--- config.mk ---
export PLATFORM = sky130hd
export DESIGN_NAME = arc4_encrypt
export DESIGN_NICKNAME = d
export VERILOG_FILES = /design/src/rtl/arc4_pkg.sv /design/src/rtl/arc4_encrypt_s_mem.sv /design/src/rtl/arc4_encrypt.sv
export SDC_FILE = /design/constraint.sdc
export NUM_CORES = 2
export LEC_CHECK = 0
export BUFFER_PORTS_ARGS = -buffer_cell sky130_fd_sc_hd__buf_4
export CAP_MARGIN = 10
export CELL_PAD_IN_SITES_DETAIL_PLACEMENT = 1
export CELL_PAD_IN_SITES_GLOBAL_PLACEMENT = 1
export CORE_UTILIZATION = 41
export CTS_CLUSTER_DIAMETER = 200
export DETAILED_ROUTE_END_ITERATION = 10
export PLACE_DENSITY_LB_ADDON = 0.1
export SLEW_MARGIN = 20
export SYNTH_ARGS = -nofsm -noshare
export SYNTH_HDL_FRONTEND = slang
export SYNTH_HIERARCHICAL = 1
export SYNTH_SLANG_ARGS = --single-unit
--- constraint.sdc ---
create_clock -name i_clk -period 8.05 [get_ports i_clk]
set_clock_uncertainty 0.1 [all_clocks]
set_input_delay 0.4025 -clock i_clk [delete_from_list [all_inputs] [get_ports i_clk]]
set_output_delay 0.4025 -clock i_clk [all_outputs]
set_load 0.01 [all_outputs]
--- src/rtl/arc4_pkg.sv ---
// Shared states, constants and helpers for the ARC4 encryptor.
// The optional plaintext printable-range check is enabled with ARC4_PT_CHECK_EN.
package arc4_pkg;

    localparam int         ARC4_N   = 256;
    localparam logic [7:0] PRINT_LO = 8'h20;
    localparam logic [7:0] PRINT_HI = 8'h7E;

    // Top-level phases, each split into the sub-steps that hide the S RAM read latency
    typedef enum logic [4:0] {
        IDLE,
        INIT,
        KSA_RD_I,
        KSA_WAIT_I,
        KSA_RD_J,
        KSA_WR_J,
        KSA_WR_I,
        LEN_RD,
        LEN_WAIT,
        LEN_WR,
        PRGA_RD_I,
        PRGA_WAIT_I,
        PRGA_RD_J,
        PRGA_WR_J,
        PRGA_WR_I,
        PRGA_RD_PAD,
        PRGA_WAIT_PAD,
        PRGA_OUT,
        DONE
    } arc4_state_t;

    function automatic logic is_printable(input logic [7:0] b);
        return (b >= PRINT_LO) && (b <= PRINT_HI);
    endfunction

endpackage

--- src/rtl/arc4_encrypt_s_mem.sv ---
// 256x8 single-port synchronous RAM holding the ARC4 state array S.
// Registered read with one cycle of latency; stands in for an altsyncram instance.
module s_mem (
    input  logic       i_clk,
    input  logic [7:0] i_addr,
    input  logic [7:0] i_wrdata,
    input  logic       i_wren,
    output logic [7:0] o_rddata
);

    logic [7:0] r_mem [0:255];
    logic [7:0] r_rddata;

    // Read returns the pre-write contents when a write hits the same address
    always_ff @(posedge i_clk) begin
        if (i_wren) begin
            r_mem[i_addr] <= i_wrdata;
        end
        r_rddata <= r_mem[i_addr];
    end

    assign o_rddata = r_rddata;

endmodule

--- src/rtl/arc4_encrypt.sv ---
// ARC4 encryptor: reads a length-prefixed plaintext RAM and writes the ciphertext image.
// Define ARC4_PT_CHECK_EN to add o_pt_ok, a printable-ASCII check over the message bytes.
module arc4_encrypt
    import arc4_pkg::*;
#(
    parameter int KEY_BYTES = 3
) (
    input  logic                   i_clk,
    input  logic                   i_rst_n,
    input  logic                   i_en,
    output logic                   o_rdy,
    input  logic [8*KEY_BYTES-1:0] i_key,
    output logic [7:0]             o_pt_addr,
    input  logic [7:0]             i_pt_rddata,
    output logic [7:0]             o_ct_addr,
    output logic [7:0]             o_ct_wrdata,
`ifdef ARC4_PT_CHECK_EN
    output logic                   o_ct_wren,
    output logic                   o_pt_ok
`else
    output logic                   o_ct_wren
`endif
);

    localparam logic [7:0] KIDX_LAST = 8'(KEY_BYTES - 1);
    localparam logic [7:0] S_LAST    = 8'(ARC4_N - 1);

    arc4_state_t            r_state;
    logic [8*KEY_BYTES-1:0] r_key;
    logic [7:0]             r_kidx;
    logic [7:0]             r_i;
    logic [7:0]             r_j;
    logic [7:0]             r_k;
    logic [7:0]             r_len;
    logic [7:0]             r_si;
    logic [7:0]             r_sj;
    logic [7:0]             r_pt_byte;
    logic                   r_rdy;
    logic [7:0]             r_pt_addr;
    logic [7:0]             r_ct_addr;
    logic [7:0]             r_ct_wrdata;
    logic                   r_ct_wren;
    logic [7:0]             r_s_addr;
    logic [7:0]             r_s_wrdata;
    logic                   r_s_wren;
    logic [7:0]             w_s_rddata;
    logic [7:0]             w_keybyte;
`ifdef ARC4_PT_CHECK_EN
    logic                   r_pt_ok;
`endif

    s_mem u_s_mem (
        .i_clk    (i_clk),
        .i_addr   (r_s_addr),
        .i_wrdata (r_s_wrdata),
        .i_wren   (r_s_wren),
        .o_rddata (w_s_rddata)
    );

    // Key byte 0 is the most significant byte of the key word
    always_comb begin
        w_keybyte = '0;
        for (int n = 0; n < KEY_BYTES; n++) begin
            if (r_kidx == 8'(n)) begin
                w_keybyte = r_key[8*(KEY_BYTES-n)-1 -: 8];
            end
        end
    end

    always_ff @(posedge i_clk or negedge i_rst_n) begin
        if (!i_rst_n) begin
            r_state     <= IDLE;
            r_key       <= '0;
            r_kidx      <= '0;
            r_i         <= '0;
            r_j         <= '0;
            r_k         <= '0;
            r_len       <= '0;
            r_si        <= '0;
            r_sj        <= '0;
            r_pt_byte   <= '0;
            r_rdy       <= 1'b1;
            r_pt_addr   <= '0;
            r_ct_addr   <= '0;
            r_ct_wrdata <= '0;
            r_ct_wren   <= 1'b0;
            r_s_addr    <= '0;
            r_s_wrdata  <= '0;
            r_s_wren    <= 1'b0;
`ifdef ARC4_PT_CHECK_EN
            r_pt_ok     <= 1'b1;
`endif
        end else begin
            r_ct_wren <= 1'b0;
            r_s_wren  <= 1'b0;
            case (r_state)
                IDLE: begin
                    if (i_en && r_rdy) begin
                        r_key   <= i_key;
                        r_rdy   <= 1'b0;
                        r_i     <= '0;
                        r_j     <= '0;
                        r_kidx  <= '0;
                        r_state <= INIT;
`ifdef ARC4_PT_CHECK_EN
                        r_pt_ok <= 1'b1;
`endif
                    end
                end
                INIT: begin
                    r_s_addr   <= r_i;
                    r_s_wrdata <= r_i;
                    r_s_wren   <= 1'b1;
                    r_i        <= r_i + 8'd1;
                    if (r_i == S_LAST) begin
                        r_state <= KSA_RD_I;
                    end
                end
                KSA_RD_I: begin
                    r_s_addr <= r_i;
                    r_state  <= KSA_WAIT_I;
                end
                KSA_WAIT_I: begin
                    r_state <= KSA_RD_J;
                end
                KSA_RD_J: begin
                    r_si     <= w_s_rddata;
                    r_j      <= r_j + w_s_rddata + w_keybyte;
                    r_s_addr <= r_j + w_s_rddata + w_keybyte;
                    r_kidx   <= (r_kidx == KIDX_LAST) ? 8'd0 : r_kidx + 8'd1;
                    r_state  <= KSA_WR_J;
                end
                // S[j] was sampled last edge, so it can be overwritten before its value is consumed
                KSA_WR_J: begin
                    r_s_addr   <= r_j;
                    r_s_wrdata <= r_si;
                    r_s_wren   <= 1'b1;
                    r_state    <= KSA_WR_I;
                end
                KSA_WR_I: begin
                    r_s_addr   <= r_i;
                    r_s_wrdata <= w_s_rddata;
                    r_s_wren   <= 1'b1;
                    if (r_i == S_LAST) begin
                        r_state <= LEN_RD;
                    end else begin
                        r_i     <= r_i + 8'd1;
                        r_state <= KSA_RD_I;
                    end
                end
                LEN_RD: begin
                    r_pt_addr <= 8'd0;
                    r_state   <= LEN_WAIT;
                end
                LEN_WAIT: begin
                    r_state <= LEN_WR;
                end
                LEN_WR: begin
                    r_len       <= i_pt_rddata;
                    r_ct_addr   <= 8'd0;
                    r_ct_wrdata <= i_pt_rddata;
                    r_ct_wren   <= 1'b1;
                    r_i         <= '0;
                    r_j         <= '0;
                    r_k         <= 8'd1;
                    r_state     <= (i_pt_rddata <= 8'd1) ? DONE : PRGA_RD_I;
                end
                PRGA_RD_I: begin
                    r_i       <= r_i + 8'd1;
                    r_s_addr  <= r_i + 8'd1;
                    r_pt_addr <= r_k;
                    r_state   <= PRGA_WAIT_I;
                end
                PRGA_WAIT_I: begin
                    r_state <= PRGA_RD_J;
                end
                PRGA_RD_J: begin
                    r_si      <= w_s_rddata;
                    r_j       <= r_j + w_s_rddata;
                    r_s_addr  <= r_j + w_s_rddata;
                    r_pt_byte <= i_pt_rddata;
`ifdef ARC4_PT_CHECK_EN
                    r_pt_ok   <= r_pt_ok & is_printable(i_pt_rddata);
`endif
                    r_state   <= PRGA_WR_J;
                end
                PRGA_WR_J: begin
                    r_s_addr   <= r_j;
                    r_s_wrdata <= r_si;
                    r_s_wren   <= 1'b1;
                    r_state    <= PRGA_WR_I;
                end
                PRGA_WR_I: begin
                    r_sj       <= w_s_rddata;
                    r_s_addr   <= r_i;
                    r_s_wrdata <= w_s_rddata;
                    r_s_wren   <= 1'b1;
                    r_state    <= PRGA_RD_PAD;
                end
                PRGA_RD_PAD: begin
                    r_s_addr <= r_si + r_sj;
                    r_state  <= PRGA_WAIT_PAD;
                end
                PRGA_WAIT_PAD: begin
                    r_state <= PRGA_OUT;
                end
                PRGA_OUT: begin
                    r_ct_addr   <= r_k;
                    r_ct_wrdata <= r_pt_byte ^ w_s_rddata;
                    r_ct_wren   <= 1'b1;
                    if (r_k == r_len - 8'd1) begin
                        r_state <= DONE;
                    end else begin
                        r_k     <= r_k + 8'd1;
                        r_state <= PRGA_RD_I;
                    end
                end
                DONE: begin
                    r_rdy   <= 1'b1;
                    r_state <= IDLE;
                end
                default: begin
                    r_state <= IDLE;
                end
            endcase
        end
    end

    assign o_rdy       = r_rdy;
    assign o_pt_addr   = r_pt_addr;
    assign o_ct_addr   = r_ct_addr;
    assign o_ct_wrdata = r_ct_wrdata;
    assign o_ct_wren   = r_ct_wren;
`ifdef ARC4_PT_CHECK_EN
    assign o_pt_ok     = r_pt_ok;
`endif

endmodule
==> flow_metrics.env <==
export IMPL_ys_types=66
export IMPL_yosysWarningCount=6
export IMPL_worst_pin_slew_ps=1210
export IMPL_setup_tns_ps=0
export IMPL_die_area_sq_um=212000
export IMPL_rsz0062_at_grt="no"
export IMPL_ys_seq_elements=2192
export IMPL_power_density_nw_per_um2=354
export IMPL_syn2layout_area_growth_pct=13.9
export IMPL_routed_via_density=5.76
export IMPL_cp_start_kind="register"
export IMPL_post_route_cells_drive_above_1_share_pct=23.5
export IMPL_vias=43400
export IMPL_yosysMostFrequentCell="edfxtp_1"
export IMPL_dp_hpwl_microns=134000
export IMPL_grt_pass1_wl_microns=337000
export IMPL_cts_buffers=231
export IMPL_fp_row_count=167
export IMPL_post_cts_buffers=0
export IMPL_wl_microns=235000
export IMPL_fmax_ghz=0.214
export IMPL_netlist_instances=4341
export IMPL_ys_top_cells_by_count="2048 x edfxtp_1, 512 x mux4_2, 291 x nor2_1"
export IMPL_relSlewSlack_pct=19.5
export IMPL_h_tree_depth=4
export IMPL_nFillCells=18900
export IMPL_hold_class="primary input to register"
export IMPL_synth_edf_count=2048
export IMPL_total_power_uw=34700
export IMPL_cts_sinks=2192
export IMPL_ant_nets=0
export IMPL_leakage_uw=0.0307
export IMPL_pin_count=61
export IMPL_fin_crit_sh_pct=58.2
export IMPL_final_nets=4601
export IMPL_async_flop_share_pct=6.20
export IMPL_routedWlPerCell_microns=31.3
export IMPL_synth_avg_cell_area_sq_um=19.8
export IMPL_grt_pass1_vias=45400
export IMPL_critPathArrivalTime_ps=5270
export IMPL_cts_root_buffer_cell="clkbuf_16"
export IMPL_dp_cells=7050
export IMPL_first_pass_iters=5
export IMPL_finalSetupViolCount=0
export IMPL_die_h_microns=460
export IMPL_antenna_found_initial=11
export IMPL_maxCapViolations=0
export IMPL_die_w_microns=460
export IMPL_status="finished, final reports clean"
export IMPL_cts_tree="built"
export IMPL_yosys_top_cells_area="edfxtp_1 71%, mux4_2 13%, dfrtp_1 3.9%, a22oi_1 2.4%, nor2_1 1.3%"
export IMPL_insertion_delay_ps=870
export IMPL_synth_area_leader_cell="edfxtp_1"
export IMPL_crit_type="register to register"
export IMPL_core_sq_um=208000
export IMPL_vdd_drop_max_uv=332
export IMPL_required_ps=8640
export IMPL_layout_cells_non_filler=7527
export IMPL_syn_area_sq_um=86000
export IMPL_overflow=0
export IMPL_start_util_pct=41.4
export IMPL_gp_congestion=0.754
export IMPL_ys_flop_type="edfxtp_1"
export IMPL_post_cts_resized=0
export IMPL_port_buffers=60
export IMPL_ctsHoldBuffers=36
export IMPL_ctsLongestPathBuffers=3
export IMPL_grt_max_degree=209
export IMPL_first_iter_violations=4323
export IMPL_seq_area_frac_synth_pct=75.6
export IMPL_post_route_drc_count=0
export IMPL_syn_num_nets=4407
export IMPL_period_minus_slack_ps=4680
export IMPL_finalHoldViolCount=0
export IMPL_slew_viol_final=0
export IMPL_track_usage_pct=22.3
export IMPL_cts_clk_slew_worst_paths_ps=60
export IMPL_endpoint_kind="register"
export IMPL_synth_top_area_share_pct=71.5
export IMPL_critPathMaxFanout=37
-- layer usage --
| layer | routed length, microns | share of wire [%] | vias to the layer above | global-route usage, % |
|---|---|---|---|---|
| met5 | 12 | 0.0051 | - | 0 |
| met4 | 6730 | 2.9 | 2 | 6.64 |
| met3 | 14500 | 6.2 | 313 | 4.22 |
| met2 | 110000 | 47 | 1182 | 34.6 |
| met1 | 104000 | 44 | 23500 | 32.1 |
| li1 | - | - | 18400 | - |
-- area by class of cell --
type,count,area (sq um),share of cell area [%]
tap,2788,3490,3.56
timing repair buffer,232,2080,2.12
multi-input combinational,1862,19800,20.2
clock inverter,135,1330,1.35
clock buffer,296,6080,6.20
antenna,6,15.0,0.0153
inverter,16,60.1,0.0613
sequential,2192,65100,66.4
-- worst max-delay path: stages, from the launching register on --
cell and delay, ps:
dfrtp_4 630, buf_4 650, buf_4 720, mux4_2 600
a22oi_1 260, a21oi_1 210, o41ai_1 880, buf_4 260
nand4_1 80
-- final timing paths --
kind	depth (start not counted)	slack (ps)	from	endpoint
setup / recovery	8	3370	r_s_addr[0]	u_s_mem/o_rddata[4]
hold / removal	4	240	i_pt_rddata[0]	r_pt_byte[0]
setup reg to reg	8	3370	r_s_addr[0]	u_s_mem/o_rddata[4]
hold reg to reg	2	390	o_pt_addr[6]	o_pt_addr[6]
max in group asynchronous	4	5960	i_rst_n	r_s_addr[5]
min in group asynchronous	3	540	i_rst_n	r_key[7]
-- cells in the final DEF, fill, tap and decap left out, types with 63 or more instances in the layout --
cell type  netlist  layout
a21oi_1        178     178
buf_4           18     174
mux4_2         512     512
clkbuf_16        0     232
dfrtp_1        135     125
a22oi_1        272     272
edfxtp_1      2048    2048
nand2_1        151     147
clkinv_1         0      63
nor2_1         291     287
-- sequential cells by signal, indices dropped and copies added (netlist names) --
name and flops:
o_ct_wrdata 8, r_j 8, r_state 5, u_s_mem/r_mem 2048, o_pt_addr 8, o_ct_wren 1, r_s_addr 8, r_i 8
o_rdy 1, u_s_mem/o_rddata 8, r_s_wrdata 8, r_len 8, r_sj 8, r_pt_byte 8, r_k 8, r_kidx 8
r_si 8, o_ct_addr 8, r_key 24, r_s_wren 1
-- report_power, final --
group          switching (uW)  internal [uW]  total [uW]
combinational            5900           3090        8990
sequential                839          14400       15200
clock                    4510           5940       10500
total                   11300          23400       34700
-- cells by family after synthesis --
family          count (synthesis)  synth area share, %
compound gates                625                 4.87
xor+xnor                       37                0.377
fa+ha+maj                      32                0.489
buf+inv                       287                 1.56
flops                        2192                 75.6
mux                           558                 14.0
simple gates                  610                 3.08
-- stage by stage --
stage               setup slack (ps)  hold WS [ps]  cell area (sq um)  util [%]
floorplan                       3960          6.91              86000         -
finish                          3370           240              98000      47.1
detailed placement              3320           350              90100      43.3
CTS                             3300           163              97800      47.1
global placement                2960           349              90000      43.3
global route                    3080           203              98000      47.1
Power figures use the tool's default switching activity.
